[src/rtl/cpu_run_ctrl_pkg.sv]
// Shared encodings for the CPU run controller: FSM states, run modes, stop causes
// and default parameter values.
package cpu_run_ctrl_pkg;

  typedef enum logic [2:0] {
    ST_IDLE  = 3'd0,
    ST_RESET = 3'd1,
    ST_RUN   = 3'd2,
    ST_STEP  = 3'd3,
    ST_DONE  = 3'd4
  } run_state_t;

  localparam logic [1:0] MODE_RUN_N     = 2'd0;
  localparam logic [1:0] MODE_RUN_UNTIL = 2'd1;
  localparam logic [1:0] MODE_STEP      = 2'd2;

  localparam logic [2:0] CAUSE_NONE  = 3'd0;
  localparam logic [2:0] CAUSE_LIMIT = 3'd1;
  localparam logic [2:0] CAUSE_HALT  = 3'd2;
  localparam logic [2:0] CAUSE_BP    = 3'd3;
  localparam logic [2:0] CAUSE_STALL = 3'd4;
  localparam logic [2:0] CAUSE_SAT   = 3'd5;

  localparam int DEF_ADDR_W      = 32;
  localparam int DEF_CNT_W       = 32;
  localparam int DEF_NUM_BP      = 4;
  localparam int DEF_RST_CYCLES  = 2;
  localparam int DEF_STALL_LIMIT = 8;

endpackage

[src/rtl/cpu_run_ctrl_bp_match.sv]
// PC breakpoint matcher: parallel equality compares, OR-reduced hit and the
// lowest matching slot index.
module run_bp_match #(
  parameter int ADDR_W = 32,
  parameter int NUM_BP = 4
) (
  input  logic [ADDR_W-1:0]        pc,
  input  logic [NUM_BP*ADDR_W-1:0] bp_addr,
  input  logic [NUM_BP-1:0]        bp_en,
  output logic                     hit,
  output logic [3:0]               idx
);

  // Scan high to low so the last assignment wins with the lowest index.
  always_comb begin
    hit = 1'b0;
    idx = 4'd0;
    for (int i = NUM_BP - 1; i >= 0; i--) begin
      if (bp_en[i] && (bp_addr[i*ADDR_W +: ADDR_W] == pc)) begin
        hit = 1'b1;
        idx = 4'(i);
      end
    end
  end

endmodule

[src/rtl/cpu_run_ctrl.sv]
// Run controller for a MIPS core: reset pulse, per-cycle clock enable, cycle
// counting and stopping on limit, halt, breakpoint, PC stall or count saturation.
module cpu_run_ctrl
  import cpu_run_ctrl_pkg::*;
#(
  parameter int ADDR_W      = DEF_ADDR_W,
  parameter int CNT_W       = DEF_CNT_W,
  parameter int NUM_BP      = DEF_NUM_BP,
  parameter int RST_CYCLES  = DEF_RST_CYCLES,
  parameter int STALL_LIMIT = DEF_STALL_LIMIT
) (
  input  logic                     clk,
  input  logic                     rst,
  input  logic                     start,
  input  logic [1:0]               mode,
  input  logic [CNT_W-1:0]         cycle_limit,
  input  logic                     step,
  input  logic [NUM_BP*ADDR_W-1:0] bp_addr,
  input  logic [NUM_BP-1:0]        bp_en,
  input  logic [ADDR_W-1:0]        pc,
  input  logic                     cpu_halt,
  output logic                     cpu_rst,
  output logic                     cpu_en,
  output logic [CNT_W-1:0]         cycle_count,
  output logic                     busy,
  output logic                     done,
  output logic [2:0]               cause,
  output run_state_t               state_dbg,
  output logic [3:0]               bp_idx_dbg
);

  localparam int SW   = (STALL_LIMIT > 0) ? $clog2(STALL_LIMIT + 1) : 1;
  localparam int RC_W = $clog2(RST_CYCLES + 1);

  run_state_t        state, state_n;
  logic [1:0]        mode_q;
  logic [CNT_W-1:0]  limit_q, cnt_q;
  logic [2:0]        cause_q, stop_cause;
  logic [SW-1:0]     stall_q;
  logic [ADDR_W-1:0] prev_pc;
  logic              first_q;
  logic [RC_W-1:0]   rst_cnt;
  logic              bp_hit, stall_hit, limit_hit, sat_hit, stop, launch;

  run_bp_match #(.ADDR_W(ADDR_W), .NUM_BP(NUM_BP)) u_bp (
    .pc      (pc),
    .bp_addr (bp_addr),
    .bp_en   (bp_en),
    .hit     (bp_hit),
    .idx     (bp_idx_dbg)
  );

  assign stall_hit = (STALL_LIMIT > 0) && (stall_q == SW'(STALL_LIMIT));
  // RUN_UNTIL treats a zero limit as unbounded; every other mode stops at it.
  assign limit_hit = (mode_q == MODE_RUN_UNTIL) ? ((limit_q != '0) && (cnt_q == limit_q))
                                                : (cnt_q == limit_q);
  assign sat_hit   = &cnt_q;
  assign launch    = start && ((state == ST_IDLE) || (state == ST_DONE));

  always_comb begin
    stop_cause = CAUSE_NONE;
    if (cpu_halt)       stop_cause = CAUSE_HALT;
    else if (bp_hit)    stop_cause = CAUSE_BP;
    else if (stall_hit) stop_cause = CAUSE_STALL;
    else if (limit_hit) stop_cause = CAUSE_LIMIT;
    else if (sat_hit)   stop_cause = CAUSE_SAT;
  end

  assign stop = ((state == ST_RUN) || (state == ST_STEP)) && (stop_cause != CAUSE_NONE);

  always_comb begin
    state_n = state;
    cpu_en  = 1'b0;
    case (state)
      ST_IDLE:  if (start) state_n = ST_RESET;
      ST_RESET: if (rst_cnt == RC_W'(RST_CYCLES - 1))
                  state_n = (mode_q == MODE_STEP) ? ST_STEP : ST_RUN;
      ST_RUN:   if (stop) state_n = ST_DONE; else cpu_en = 1'b1;
      ST_STEP:  if (stop) state_n = ST_DONE; else cpu_en = step;
      ST_DONE:  if (start) state_n = ST_RESET;
      default:  state_n = ST_IDLE;
    endcase
  end

  always_ff @(posedge clk) begin
    if (rst) begin
      state   <= ST_IDLE;
      mode_q  <= MODE_RUN_N;
      limit_q <= '0;
      cnt_q   <= '0;
      cause_q <= CAUSE_NONE;
      stall_q <= '0;
      prev_pc <= '0;
      first_q <= 1'b0;
      rst_cnt <= '0;
    end else begin
      state <= state_n;
      if (launch) begin
        mode_q  <= mode;
        limit_q <= cycle_limit;
        cnt_q   <= '0;
        cause_q <= CAUSE_NONE;
        stall_q <= '0;
        first_q <= 1'b1;
        rst_cnt <= '0;
      end
      if (state == ST_RESET) rst_cnt <= rst_cnt + RC_W'(1);
      if (cpu_en) begin
        cnt_q   <= cnt_q + CNT_W'(1);
        prev_pc <= pc;
        first_q <= 1'b0;
        // The stall count compares against the PC of the previous enabled cycle only.
        if (first_q || (pc != prev_pc)) stall_q <= '0;
        else if (stall_q != SW'(STALL_LIMIT)) stall_q <= stall_q + SW'(1);
      end
      if (stop) cause_q <= stop_cause;
    end
  end

  assign cpu_rst     = (state == ST_IDLE) || (state == ST_RESET);
  assign busy        = (state == ST_RESET) || (state == ST_RUN) || (state == ST_STEP);
  assign done        = (state == ST_DONE);
  assign cause       = cause_q;
  assign cycle_count = cnt_q;
  assign state_dbg   = state;

endmodule

[config.mk]
export PLATFORM = sky130hd
export DESIGN_NAME = cpu_run_ctrl
export DESIGN_NICKNAME = d
export VERILOG_FILES = /design/src/rtl/cpu_run_ctrl_pkg.sv /design/src/rtl/cpu_run_ctrl_bp_match.sv /design/src/rtl/cpu_run_ctrl.sv
export SDC_FILE = /design/constraint.sdc
export NUM_CORES = 1
export LEC_CHECK = 0
export ABC_AREA = 1
export CAP_MARGIN = 20
export CORE_MARGIN = 2
export CORE_UTILIZATION = 48
export CTS_BUF_LIST = sky130_fd_sc_hd__clkbuf_4
export DETAILED_ROUTE_END_ITERATION = 8
export MAX_ROUTING_LAYER = met4
export PLACE_DENSITY = 0.9
export SETUP_SLACK_MARGIN = 0.15
export SKIP_LAST_GASP = 1
export SYNTH_ARGS = -nofsm -noshare
export SYNTH_HDL_FRONTEND = slang
export SYNTH_SLANG_ARGS = --single-unit
[constraint.sdc]
create_clock -name clk -period 2.7 [get_ports clk]
set_input_delay 0.54 -clock clk [delete_from_list [all_inputs] [get_ports clk]]
set_output_delay 0.54 -clock clk [all_outputs]
set_load 0.05 [all_outputs]
==> results of run 1 <==
-- critical path, cell delays in order, from the launching register on --
cell	delay, ns
dfxtp_2	0.47
nand2_1	0.16
nor3_2	0.26
nand2_1	0.14
nor2_4	0.13
nand3_2	0.10
nand2_4	0.13
nor2_4	0.05
nand3_4	0.13
nor2_8	0.05
nand2_8	0.08
inv_6	0.04
buf_12	0.14
-- layer usage --
metal,vias up,global-route usage (%),wire length (um)
li1,5955,-,-
met1,5844,55.0,16700
met2,1021,68.8,19600
met3,262,8.08,5810
met4,0,27.9,3490
met5,-,-,0
-- flip-flops by register name (all words and copies together) (netlist names) --
signal,cells
state_dbg,3
mode_q,2
first_q,1
rst_cnt,2
limit_q,32
cause,3
prev_pc,32
stall_q,4
cycle_count,32
-- cell families (layout without fill, tap and decap cells) --
group,Yosys count,count (layout),share of synthesized area (%)
adders and majority gates,4,4,0.545
DFF,111,111,24.2
other,1,5,0.0408
AOI/OAI and AO/OA,194,194,11.2
buffers and inverters,269,692,11.9
xor gates and xnor gates,60,60,5.72
and+or+nand+nor,986,986,46.3
-- cell usage after synthesis, types with 12 or more instances --
master / n
nand2_1: 488
nor2_1: 282
inv_1: 198
o21ai_0: 115
dfxtp_1: 111
nand3_1: 81
a21oi_1: 51
nand4_1: 51
xnor2_1: 40
clkbuf_1: 22
buf_2: 21
xor2_1: 20
nor3_1: 17
inv_2: 14
or2_1: 12
-- what timing repair did --
action,CTS,global route
setup buffers,44,11
gates resized for setup,426,116
hold buffers,0,0
endpoints found under the setup margin,75,41
gates cloned,1,0
pin swaps,105,75
-- power by group through the flow --
| stage | registers, mW | logic (mW) | clock network (mW) |
|---|---|---|---|
| floorplan | 2.17 | 1.59 | 0 |
| global placement | 2.13 | 2.73 | 0 |
| detailed placement | 2.15 | 2.78 | 0 |
| CTS | 2.11 | 2.89 | 0.773 |
| global route | 2.15 | 3.28 | 0.818 |
| finish | 2.12 | 3.04 | 0.775 |
-- how the worst min path moves through the flow --
stage                     from          end  slack (ns)  depth (start not counted)
global placement    rst_cnt[0]   rst_cnt[0]        0.44                          1
global route            pc[25]  prev_pc[25]        0.48                          4
floorplan           rst_cnt[0]   rst_cnt[0]        0.43                          1
detailed placement  rst_cnt[0]   rst_cnt[0]        0.47                          1
CTS                     pc[16]  prev_pc[16]        0.44                          4
finish                  pc[16]  prev_pc[16]        0.45                          4
-- per-stage QoR --
stage	TNS (ns)	total power, mW	setup WS [ns]	hold WS (ns)	std cells
after floorplan	0	3.75	0.0773	0.433	1626
after global placement	-34.07	4.86	-0.599	0.442	2213
after detailed placement	-36.26	4.93	-0.583	0.474	2213
after CTS	-0.188	5.78	-0.188	0.439	2272
after global routing	-0.356	6.25	-0.301	0.478	2286
final	-0.247	5.94	-0.247	0.447	2286
-- layout make-up --
type	count	area, sq um	area share, %
Multi-Input combinational cell	1246	6540	45.9
Timing Repair Buffer	463	4180	29.3
Sequential cell	111	2270	15.9
Inverter	214	851	5.96
Tap cell	234	293	2.05
Clock buffer	9	67.6	0.474
Clock inverter	5	46.3	0.325
Timing Repair inverter	1	7.51	0.0526
Antenna cell	3	7.51	0.0526
==> reports/results.tsv, run 1 <==
metric	value	unit
status	finished with violations	
violations	negative setup slack	
grt_start_max_net_pins	86	
r2r_end	prev_pc[15]	
cap_violations	0	
worstPathRequired	2.16	ns
drive_gt1_share	23.9	%
wl_per_cell	20.0	um
ys_types	55	
die_w	142	um
root_buffer	clkbuf_4	
share_comb_of_total_power	51.2	%
r2r-start	cycle_count[12]	
max_slew_margin	58.9	%
die_h	142	um
arrival	2.41	ns
skew	0.0245	ns
worst_slack	-0.247	ns
p_per_area	417	mW/mm^2
clk_latency	0.50	ns
drv_slew	0	
numCtsBuffers	9	
max_freq	339	MHz
route.vias.total	13100	
ys_top_cells_by_area	dfxtp_1 24%, nand2_1 20%, nor2_1 12%	
r2r_setup_slack	0.22	ns
drt-pass1-iter-count	6	
area_growth	55.4	%
core-area	0.0188	sq mm
yosys.area.top_type	dfxtp_1	
netlist.area_leader.share	24.2	%
rsz0062_at_grt	yes	
startpoint	cycle_count[12]	
synth.cell_area	0.00918	sq mm
timing.final.crit_share	109	%
internal_power	3.30	mW
worstMarginPinSlew	0.614	ns
setup_violations	1	
synth_edf_count	0	
crit_path_start_kind	register	
n_fill_cell	1547	
num_io_pins	249	
clkPwrFrac	13.1	%
place_congestion	1.16	
via_per_inst	5.72	
synthArstFlopShare	0	%
antenna_found_initial	3	
grtUsageTotal	44.9	%
hold_class	in -> reg	
die-area	0.0203	sq mm
p_leak	6.89	nW
worstSetupPathType	reg -> out	
switching_share	44.4	%
path_clk_slew	0.18	ns
synth_seq_cells	111	
rr_worst_depth	14	
grt_pass1_wl	66900	um
drt-initial-drc-count	1544	
mostFrequentLayoutCell	nand2_1	
syn-instance-count	1625	
final_net_count	2253	
ys.flop_type	dfxtp_1	
drc	0	
clk_path_buf_depth	2	
gr-total-overflow	0	
finalWirelength	45700	um
layout_common_cells	437 x nand2_1, 257 x nor2_1, 177 x buf_4	
worstPathMaxFanout	7	
ys_warn_count	0	
grt_pass1_vias	12100	
initial_core_util	48.9	%
cp-endpoint	cpu_en	
io_buffer_count	246	
ant_nets	0	
peakVddDrop	0.00117	V
tritoncts	done	
cts_sinks	111	
utilization	76.0	%
yosysSeqAreaShare	24.2	%
fin_crit	2.95	ns
avgSynthCellArea	5.65	sq um
hold_viol_final	0	
post-dp-hpwl	35100	um
cts-htree-levels	3	
power.switching	2.64	mW
finalInstanceArea	0.0143	sq mm
seq_power_share	35.7	%
rows	50	
endpoint_kind	primary output	
dpl_cell_area	0.0130	sq mm
(Power assumes the default switching activity.)
==> inputs of run 2 (changes only) <==
CORE_MARGIN = default   (was 2)
==> run 2 against run 1 <==
Against the previous run:
- the flow still finishes with violations (negative setup slack)
- hold slack got worse by 0.045 ns
- clock power increased by 11%
- utilization increased by 3.1 points
- global-route usage increased by 1.3 points
- critical path type unchanged
- largest cell class unchanged
==> reports/results.tsv, run 2 (synthesis gave the netlist of run 1 again) <==
metric	value	unit
startpoint	cycle_count[9]	
hold_class	in -> reg	
path_clk_slew	0.18	ns
cp_top_family	simple AND/OR/NAND/NOR gates	
grt_pass1_wl	66000	um
layout_common_cells	438 x nand2_1, 259 x nor2_1, 208 x buf_4	
fin_crit	2.89	ns
n_fill_cell	1397	
antenna_found_initial	3	
holdPathStages	3	
mostFrequentLayoutCell	nand2_1	
timing.final.crit_share	107	%
cts_sinks	111	
crit_path_start_kind	register	
power.switching	2.68	mW
dpl_cell_area	0.0132	sq mm
internal_power	3.37	mW
worstPathMaxFanout	6	
drc	0	
skew	0.0386	ns
worstPathRequired	2.16	ns
worstHoldStart	pc[24]	
critPathMostFrequentCell	nor2_4	
worst_slack	-0.185	ns
core-area	0.0187	sq mm
io_buffer_count	246	
drt-initial-drc-count	1621	
hold-path-endpoint	prev_pc[24]	
worstMarginPinSlew	0.615	ns
rr_worst_depth	15	
final_net_count	2284	
share_comb_of_total_power	50.9	%
arrival	2.35	ns
worstSetupPathType	reg -> out	
via_per_inst	5.65	
clkPwrFrac	14.3	%
violations	negative setup slack	
finalInstanceArea	0.0148	sq mm
endpoint_kind	primary output	
clk_path_buf_depth	2	
hold_viol_final	0	
tritoncts	done	
place_congestion	1.13	
seqCellArea	0.00230	sq mm
cts-hold-fix-buffers	0	
initial_core_util	49.1	%
grt_start_max_net_pins	47	
ant_nets	0	
max_stage_delay	0.44	ns
clk_latency	0.52	ns
route.vias.total	13100	
die_w	140	um
wl_per_cell	19.9	um
root_buffer	clkbuf_4	
setup_violations	3	
gr-total-overflow	0	
seq_power_share	34.8	%
p_per_area	409	mW/mm^2
rsz0062_at_grt	yes	
peakVddDrop	0.000832	V
r2r_setup_slack	0.20	ns
die_h	140	um
multi_input_area	0.00653	sq mm
numCtsBuffers	9	
status	finished with violations	
area_growth	61.1	%
max_slew_margin	58.9	%
num_io_pins	249	
final.setup.tns	-0.398	ns
path_buf_inv	3	
cp_slowest_cell	dfxtp_2	
p_leak	7.64	nW
drt-pass1-iter-count	6	
drv_slew	0	
finalWirelength	46100	um
grt_pass1_vias	11600	
rows	50	
grtUsageTotal	46.2	%
cap_violations	0	
die-area	0.0197	sq mm
switching_share	44.3	%
crit_chain	inv_1 > nor3_4 > nand4_4 > nor2_4 > nand3_2 > nand2_4 > nor2_4 > nand3_4 > nor2_8 > nand2_8 > inv_6 > buf_12	
post-dp-hpwl	35400	um
max_freq	347	MHz
r2r-start	cycle_count[1]	
drive_gt1_share	25.6	%
r2r_end	cycle_count[21]	
cts-htree-levels	3	
[run 2: per-layer routing]
layer / wire [um] / track usage, % / up-vias
li1: - / - / 6020
met1: 17500 / 57.7 / 5867
met2: 20300 / 73.8 / 965
met3: 5210 / 7.11 / 255
met4: 3170 / 20.3 / 0
met5: 0 / - / -
[run 2: timing repair]
action,in CTS,in global routing
buffers inserted,20,39
setup endpoints to repair,72,45
cloned,0,0
pin swaps,40,97
gates resized for setup,166,333
[run 2: worst register-to-register path: stages, from the launching register on]
cell and delay, ns:
dfxtp_4 0.40, buf_4 0.16, nand3_1 0.20, nor2_4 0.20
nand2_2 0.10, nor2_1 0.12, nand2_1 0.16, nor2_2 0.15
nand2_1 0.11, nor2_2 0.17, nand2_2 0.14, nor2_1 0.21
nand3_1 0.11, nand2_1 0.08, inv_1 0.05, nor2_1 0.13
[run 2: worst max path at each step]
stage	endpoint	slack (ns)	depth (start not counted)
after global routing	cpu_en	-0.28	12
after detailed placement	bp_idx_dbg[0]	-0.60	13
final	cpu_en	-0.19	12
after global placement	bp_idx_dbg[0]	-0.61	13
after floorplan	bp_idx_dbg[0]	0.08	10
after CTS	cpu_en	-0.20	13
[run 2: power groups by stage]
stage          Clock (mW)  Combinational, mW  Sequential, mW
2_1_floorplan           0               1.59            2.17
3_3_place_gp            0               2.77            2.13
3_5_place_dp            0               2.81            2.14
4_1_cts             0.853               2.88            2.10
5_1_grt             0.929               3.31            2.14
6_report            0.863               3.08            2.11
[run 2: through the flow]
stage          power [mW]  util (%)  worst slack, ns  hold WS (ns)  instances
2_1_floorplan        3.75         -           0.0773         0.433       1626
3_5_place_dp         4.95      70.8           -0.598         0.477       2241
6_report             6.05      79.1           -0.185         0.402       2320
3_3_place_gp         4.89      70.8           -0.609         0.442       2241
4_1_cts              5.83      73.7           -0.196         0.496       2277
5_1_grt              6.38      79.1           -0.279         0.456       2319
[run 2: final cells by class]
cell class                 instances  area share [%]
inverter                         214            5.78
antenna                            4          0.0677
clock buffer                       9           0.457
tap                              234            1.98
sequential                       111            15.5
multi-input combinational       1246            44.2
timing repair buffer             495            31.5
clock inverter                     7           0.507
